<file path="src/rtl/leaf_out_arbiter.sv">
// Leaf output arbiter: one-entry hold per user port, round-robin injection into the BFT.
// Define LEAF_OUT_CREDIT_EN to enable per-port credit flow control.
module leaf_out_arbiter #(
   parameter int PAYLOAD_BITS  = 32,
   parameter int NUM_LEAF_BITS = 5,
   parameter int NUM_PORT_BITS = 4,
   parameter int NUM_ADDR_BITS = 7,
   parameter int NUM_OUT_PORTS = 5,
   parameter int CREDIT_BITS   = 8,
   parameter int CREDIT_INIT   = 64,
   localparam int PACKET_BITS  = 1 + NUM_LEAF_BITS + NUM_PORT_BITS + NUM_ADDR_BITS + PAYLOAD_BITS
) (
   input  logic                                               clk,
   input  logic                                               reset,
   input  logic [NUM_OUT_PORTS*PAYLOAD_BITS-1:0]              din_leaf_user2interface,
   input  logic [NUM_OUT_PORTS-1:0]                           vld_user2interface,
   output logic [NUM_OUT_PORTS-1:0]                           ack_interface2user,
   input  logic [NUM_OUT_PORTS*(NUM_LEAF_BITS+NUM_PORT_BITS)-1:0] dest_cfg,
   input  logic                                               credit_ret_vld,
   input  logic [NUM_PORT_BITS-1:0]                           credit_ret_port,
   input  logic [CREDIT_BITS-1:0]                             credit_ret_amt,
   input  logic                                               bft_rdy,
   input  logic                                               resend,
   output logic [PACKET_BITS-1:0]                             dout_leaf_interface2bft
);

   localparam int DEST_BITS = NUM_LEAF_BITS + NUM_PORT_BITS;
   localparam int PTR_BITS  = (NUM_OUT_PORTS > 1) ? $clog2(NUM_OUT_PORTS) : 1;

   logic [NUM_OUT_PORTS-1:0] hold_vld_q;
   logic [PAYLOAD_BITS-1:0]  hold_pay_q [NUM_OUT_PORTS];
   logic [NUM_ADDR_BITS-1:0] seq_q [NUM_OUT_PORTS];
   logic [PTR_BITS-1:0]      rr_q;
   logic [PACKET_BITS-1:0]   dout_q, dout_d;

   logic [NUM_OUT_PORTS-1:0] credit_ok, elig, grant;
   logic                     gnt_any;
   logic [PTR_BITS-1:0]      gnt_idx, idx;

   // Search starts one past the last granted port so every port gets a turn.
   always_comb begin
      grant   = '0;
      gnt_any = 1'b0;
      gnt_idx = rr_q;
      idx     = rr_q;
      elig    = hold_vld_q & credit_ok;
      if (bft_rdy && !resend) begin
         for (int k = 1; k <= NUM_OUT_PORTS; k++) begin
            idx = PTR_BITS'((int'(rr_q) + k) % NUM_OUT_PORTS);
            if (!gnt_any && elig[idx]) begin
               gnt_any = 1'b1;
               gnt_idx = idx;
            end
         end
      end
      if (gnt_any) begin
         grant[gnt_idx] = 1'b1;
      end
   end

   always_comb begin
      dout_d = '0;
      if (gnt_any) begin
         dout_d = {1'b1, dest_cfg[gnt_idx*DEST_BITS +: DEST_BITS], seq_q[gnt_idx],
                   hold_pay_q[gnt_idx]};
      end
   end

   assign ack_interface2user      = ~hold_vld_q | grant;
   assign dout_leaf_interface2bft = dout_q;

   always_ff @(posedge clk or posedge reset) begin
      if (reset) begin
         hold_vld_q <= '0;
         rr_q       <= PTR_BITS'(NUM_OUT_PORTS - 1);
         dout_q     <= '0;
         for (int i = 0; i < NUM_OUT_PORTS; i++) begin
            hold_pay_q[i] <= '0;
            seq_q[i]      <= '0;
         end
      end else begin
         dout_q <= dout_d;
         if (gnt_any) begin
            rr_q <= gnt_idx;
         end
         for (int i = 0; i < NUM_OUT_PORTS; i++) begin
            // A reload on the granting edge replaces the entry without a bubble.
            if (vld_user2interface[i] && ack_interface2user[i]) begin
               hold_vld_q[i] <= 1'b1;
               hold_pay_q[i] <= din_leaf_user2interface[i*PAYLOAD_BITS +: PAYLOAD_BITS];
            end else if (grant[i]) begin
               hold_vld_q[i] <= 1'b0;
            end
            if (grant[i]) begin
               seq_q[i] <= seq_q[i] + NUM_ADDR_BITS'(1);
            end
         end
      end
   end

`ifdef LEAF_OUT_CREDIT_EN
   logic [CREDIT_BITS-1:0] credit_q [NUM_OUT_PORTS];
   logic [CREDIT_BITS-1:0] credit_d [NUM_OUT_PORTS];
   logic [CREDIT_BITS:0]   credit_sum;

   always_comb begin
      credit_ok = '0;
      for (int i = 0; i < NUM_OUT_PORTS; i++) begin
         credit_ok[i] = (credit_q[i] != '0);
      end
   end

   // Extra bit catches overflow; decrement never underflows since grant needs credit.
   always_comb begin
      credit_sum = '0;
      for (int i = 0; i < NUM_OUT_PORTS; i++) begin
         credit_sum = {1'b0, credit_q[i]};
         if (credit_ret_vld && int'(credit_ret_port) == i) begin
            credit_sum = credit_sum + {1'b0, credit_ret_amt};
         end
         if (grant[i]) begin
            credit_sum = credit_sum - (CREDIT_BITS+1)'(1);
         end
         credit_d[i] = credit_sum[CREDIT_BITS] ? '1 : credit_sum[CREDIT_BITS-1:0];
      end
   end

   always_ff @(posedge clk or posedge reset) begin
      if (reset) begin
         for (int i = 0; i < NUM_OUT_PORTS; i++) begin
            credit_q[i] <= CREDIT_BITS'(CREDIT_INIT);
         end
      end else begin
         for (int i = 0; i < NUM_OUT_PORTS; i++) begin
            credit_q[i] <= credit_d[i];
         end
      end
   end
`else
   logic unused_credit;
   assign credit_ok     = '1;
   assign unused_credit = ^{credit_ret_vld, credit_ret_port, credit_ret_amt,
                            CREDIT_BITS'(CREDIT_INIT)};
`endif

endmodule

</file>
<file path="config.mk">
export PLATFORM = sky130hd
export DESIGN_NAME = leaf_out_arbiter
export DESIGN_NICKNAME = d
export VERILOG_FILES = /design/src/rtl/leaf_out_arbiter.sv
export SDC_FILE = /design/constraint.sdc
export NUM_CORES = 1
export LEC_CHECK = 0
export CAP_MARGIN = 15
export CORE_MARGIN = 1
export CORE_UTILIZATION = 54
export CTS_BUF_LIST = sky130_fd_sc_hd__clkbuf_8
export CTS_CLUSTER_DIAMETER = 200
export DETAILED_ROUTE_END_ITERATION = 12
export PLACE_DENSITY_LB_ADDON = 0.1
export REMOVE_ABC_BUFFERS = 1
export SLEW_MARGIN = 25
export SYNTH_ARGS = -nofsm -noshare
export SYNTH_HDL_FRONTEND = slang
export SYNTH_SLANG_ARGS = --single-unit
</file>
<file path="constraint.sdc">
create_clock -name clk -period 11 [get_ports clk]
set_input_delay 2.75 -clock clk [delete_from_list [all_inputs] [get_ports clk]]
set_output_delay 2.75 -clock clk [all_outputs]
set_load 0.02 [all_outputs]
</file>
==> results of run 1 <==
==> path summary, 6_finish.rpt <==
check,cells after the start,start,to
max,19,rr_q[1],ack_interface2user[2]
min,1,seq_q[27],seq_q[27]
max reg2reg,19,rr_q[1],dout_leaf_interface2bft[12]
min reg2reg,1,seq_q[27],seq_q[27]
max in group asynchronous,3,reset,elig[3]
min in group asynchronous,2,reset,hold_pay_q[5]
==> sequential cells by signal, summed over array words and instances, names as in the netlist <==
register                 cells
rr_q                         3
seq_q                       35
hold_pay_q                 160
elig                         5
dout_leaf_interface2bft     49
==> layout make-up <==
cell class / count / share of cell area, %
antenna: 5 / 0.0680
tap: 335 / 2.28
multi-input combinational: 1079 / 41.8
timing repair buffer: 291 / 15.7
inverter: 37 / 0.796
clock buffer: 59 / 4.42
clock inverter: 20 / 0.687
sequential: 252 / 34.3
==> worst max-delay path, stage by stage, from the launching register on <==
cell             delay (ps)
dfrtp_1                 620
inv_1                   340
ha_1                    650
inv_1                   240
ha_1                    260
or3b_1                  360
o22ai_1                 330
or2_2                   230
ha_1                    150
o2bb2ai_1               100
o32ai_4                 410
mux4_2                  590
a2111oi_4               490
nor2_1                  170
a221oi_2                400
o221a_2                 520
o21bai_4                240
o21a_1                  270
inv_1                    80
clkdlybuf4s50_1         660
==> metrics by stage <==
step	hold slack, ps	instances	cell area, um2	utilization, %	setup WS (ps)
final	472	2078	18400	69.8	536
after global routing	477	2078	18400	69.8	61.2
after CTS	468	2071	18300	69.5	400
after detailed placement	458	1992	17400	66.0	1020
after global placement	456	1992	17400	65.9	1120
after floorplan	435	1367	14000	-	-2410
==> placed cells by master, fill, tap and decap left out, types with 23 or more instances in the layout <==
cell type	count
a21oi_1	48
a2bb2oi_1	33
a31oi_1	35
buf_4	23
clkbuf_8	59
clkdlybuf4s50_1	265
dfrtp_1	250
ha_1	33
inv_1	47
mux2_1	42
mux2_2	62
mux2i_1	25
nand2_1	114
nand2b_1	76
nand3_1	127
nor2_1	26
o211ai_1	151
o21ai_0	101
==> layer usage <==
metal	vias to the layer above	global-route usage [%]	share of wire, %
li1	5967	-	-
met1	6550	43.4	42
met2	606	50.7	47
met3	96	7.15	8.3
met4	0	13.1	2.9
met5	-	0	0
==> cell families (layout without fill, tap and decap cells) <==
kind of cell,after synthesis,after routing,synth area share (%)
AOI/OAI and AO/OA,453,454,21.9
and+or+nand+nor,422,422,14.7
DFF,252,252,43.0
buffers and inverters,169,407,5.11
muxes,131,131,10.0
xor gates and xnor gates,38,38,2.32
adders and majority gates,34,34,2.95
other,0,5,0
==> run summary, run 1 <==
layout cells sized above 1: 11.4%
Yosys top cell by area: dfrtp_1
number of global-route vias before repair: 13.0k
part of the Yosys area used for sequential elements: 43.0%
post-CTS sizing: 0
FF+latch count, synth: 252
die area: 0.0278 mm2
Cells after Synth: 1,499
Initial DRT Pass Iterations: 5
largest fanout on the critical path: 17
list of most frequent post-synthesis cells: 251 x dfrtp_1, 151 x o211ai_1, 128 x nand3_1, 116 x nand2_1, 101 x o21ai_0
P&R area growth vs syn: 25.5%
critical path launch point type: flip-flop
Worst-Margin Slew: 1020 ps
total congestion overflow: 0
Rel. slew slack: 32.1%
Fillers: 2,081
number of max-cap violations: 0
I/O pin total: 281
GRT Overall Usage: 32.3%
drt wl/cell: 21.5 um
PortBufs: 267
Min-Delay Path Class: reg2reg
CTS Buf Count: 43
post-synth cell types: 76
H-tree levels: 2
register area: 0.00631 mm2
num rows: 59
Setup Viol. Count Final: 0
largest net degree at the start of global routing: 149
die height: 167 um
top cells by area, synth: dfrtp_1 43%, o211ai_1 7.7%, mux2_2 4.8%
Root Buffer Master: clkbuf_8
DR DRC count: 0
Synth Cell Area: 0.0147 mm2
Worst-Skew Late Latency: 570 ps
status: completed
async set-or-reset flop fraction in the synthesized netlist: 100%
Routed Antenna Nets: 0
Post-synth EDFFs: 0
First DRT Iteration DRCs: 1,200
Placeable Area: 0.0264 mm2
post-CTS setup buffers: 0
initial antenna violation count: 5
multi-input logic area: 0.00768 mm2
area fraction of the dominant cell type after synthesis: 42.9%
post-DP HPWL: 27,400 um
Setup TNS Final: 0 ps
max frequency: 95.6 MHz
Die W: 167 um
final hold viol count: 0
critical path class: reg2out
critical path capture point type: output port
GPL Wtd Cong: 0.896
crit share post-route: 95.1%
Clock transition at path regs: 60 ps
Mean Syn Cell Area: 9.78 um2
skew final: 30.3 ps
first-pass GRT wire length: 71,400 um
# hold bufs at CTS: 0
count leader, synth: dfrtp_1
detailed-route via count: 13.2k
Synth Flop Type: dfrtp_1
Ys Warns: 0
fin crit period: 10,460 ps
RSZ-0062 raised after global routing: no
CTS tree: built
Critical Path RT: 8250 ps
clk sinks: 252
max-slew violations: 0
WL final: 44,800 um
vias per inst: 6.36
Nets: 1,965
reg2reg setup slack: 2930 ps
CTS max path bufs: 3
Initial Util: 55.6%
Worst EP arrival: 7710 ps
Power of run 1 is left out: the tool's default activity adds up to more than one toggle a clock period on the data nets, which glitch-free logic cannot reach.
==> run 2: changes to the inputs <==
- CORE_ASPECT_RATIO: default -> 0.7
==> run summary, run 2 (same netlist as run 1, synthesis figures left out) <==
first-pass GRT wire length: 69,200 um
Placeable Area: 0.0267 mm2
Hold Path Sink: seq_q[13]
P&R area growth vs syn: 24.6%
worst-path cell chain: inv_1, ha_1, inv_1, ha_1, or3b_1, o22ai_1, or2_2, ha_1, o2bb2ai_1, o32ai_4, mux4_2, a2111oi_4, nor4_1, o41a_1, o221a_2, o21bai_4, o21a_1, inv_1, clkdlybuf4s50_1
max-slew violations: 0
critical path launch point type: flip-flop
num rows: 50
Root Buffer Master: clkbuf_8
CP peak stage delay: 640 ps
Nets: 1,959
met1 WL: 19,500 um
Initial DRT Pass Iterations: 5
most common cell after layout, fill and taps aside: clkdlybuf4s50_1
CTS tree: built
skew final: 25.2 ps
Setup Viol. Count Final: 0
CTS Buf Count: 41
total congestion overflow: 0
reg2reg end: dout_leaf_interface2bft[32]
fin crit period: 10,540 ps
die area: 0.0278 mm2
pre-CTS worst setup slack: 993 ps
RSZ-0062 raised after global routing: no
Worst-Margin Slew: 1080 ps
I/O pin total: 281
post-DP HPWL: 27,000 um
GPL Wtd Cong: 0.947
number of global-route vias before repair: 12.5k
WL met2: 19,000 um
Clock transition at path regs: 60 ps
final worst slack: 463 ps
clk sinks: 252
CTS max path bufs: 3
largest net degree at the start of global routing: 132
H-tree levels: 2
Highest Signal Layer: met5
Rel. slew slack: 28.0%
drt wl/cell: 20.8 um
reg2reg start: rr_q[1]
Critical Path RT: 8250 ps
post-CTS setup buffers: 0
Die W: 199 um
hold depth: 1
crit share post-route: 95.8%
Routed Antenna Nets: 0
critical path capture point type: output port
initial antenna violation count: 7
Worst-Skew Late Latency: 580 ps
DR DRC count: 0
critical path class: reg2out
reg2reg path depth: 19
number of max-cap violations: 0
slowest stage cell on the critical path: ha_1
Initial Util: 54.9%
PortBufs: 267
worst hold start: seq_q[13]
commonest cells after routing, fill and taps aside: 265 x clkdlybuf4s50_1, 250 x dfrtp_1, 151 x o211ai_1
First DRT Iteration DRCs: 1,236
final hold viol count: 0
Min-Delay Path Class: reg2reg
vias per inst: 6.18
reg2reg setup slack: 2730 ps
Largest delay share family, worst path: compound AO/OA/AOI/OAI gates
WP buf/inv: 4
WL final: 43,600 um
layout cells sized above 1: 10.9%
register with the most flip-flops: hold_pay_q
detailed-route via count: 13.0k
max frequency: 94.9 MHz
post-layout util: 68.3%
die height: 140 um
GRT Overall Usage: 31.9%
Worst EP arrival: 7790 ps
max reg flops: 160
largest fanout on the critical path: 21
status: completed
WL met3: 4170 um
Fillers: 2,148
run 2: cell count changes in the layout (fill, tap and decap cells not counted), sizes merged:
cell | previous run | this run
clkinvlp | 1 | 2
inv | 51 | 53
clkinv | 4 | 5
diode | 5 | 3
bufinv | 1 | 2
o21bai | 3 | 2
clkbuf | 59 | 48
buf | 26 | 23
run 2: cell type report:
cell class | instances | area (um2) | area share [%]
multi-input combinational | 1078 | 7680 | 42.1
sequential | 252 | 6310 | 34.6
timing repair buffer | 288 | 2830 | 15.5
clock buffer | 48 | 661 | 3.62
tap | 364 | 455 | 2.50
clock inverter | 25 | 168 | 0.919
inverter | 37 | 146 | 0.802
antenna | 3 | 7.51 | 0.0411
run 2: worst max path at each step:
stage | to | cells after the start | slack (ps) | from
after floorplan | ack_interface2user[0] | 18 | -2410 | rr_q[0]
after global placement | ack_interface2user[1] | 19 | 1000 | rr_q[1]
after detailed placement | ack_interface2user[1] | 19 | 990 | rr_q[1]
after CTS | ack_interface2user[1] | 19 | 350 | rr_q[1]
after global routing | ack_interface2user[0] | 19 | 20 | rr_q[1]
final | ack_interface2user[0] | 19 | 460 | rr_q[1]
run 2: metrics by stage:
| stage | setup TNS (ps) | instance area, um2 | std cells | hold WS (ps) |
|---|---|---|---|---|
| 5_1_grt | 0 | 18200 | 2092 | 475 |
| 3_3_place_gp | 0 | 17400 | 2019 | 455 |
| 6_report | 0 | 18300 | 2095 | 464 |
| 3_5_place_dp | 0 | 17400 | 2019 | 457 |
| 2_1_floorplan | -4950 | 14000 | 1367 | 435 |
| 4_1_cts | 0 | 18200 | 2092 | 465 |
run 2: worst reg2reg max path, cell delays in order (launching register included):
cell and delay, ps:
dfrtp_1 610, inv_1 320, ha_1 650, inv_1 260
ha_1 280, or3b_1 350, o22ai_1 350, or2_2 240
ha_1 150, o2bb2ai_1 90, o32ai_4 420, mux4_2 590
a2111oi_4 490, o221a_2 320, a211oi_1 90, o221a_2 400
nor2_4 120, buf_4 800, nand3_1 900, o221ai_1 660
run 2: per-layer routing:
layer  GRT usage [%]  vias to the layer above
met4            9.31                        6
met5               0                        -
met2            47.1                      592
li1                -                     5947
met3            7.78                       78
met1            46.1                     6333
run 2: what timing repair did:
action,CTS,global route
gates resized for setup,0,2
hold buffers,0,0
setup endpoints to repair,0,2
Power of run 2 is left out for the same reason.
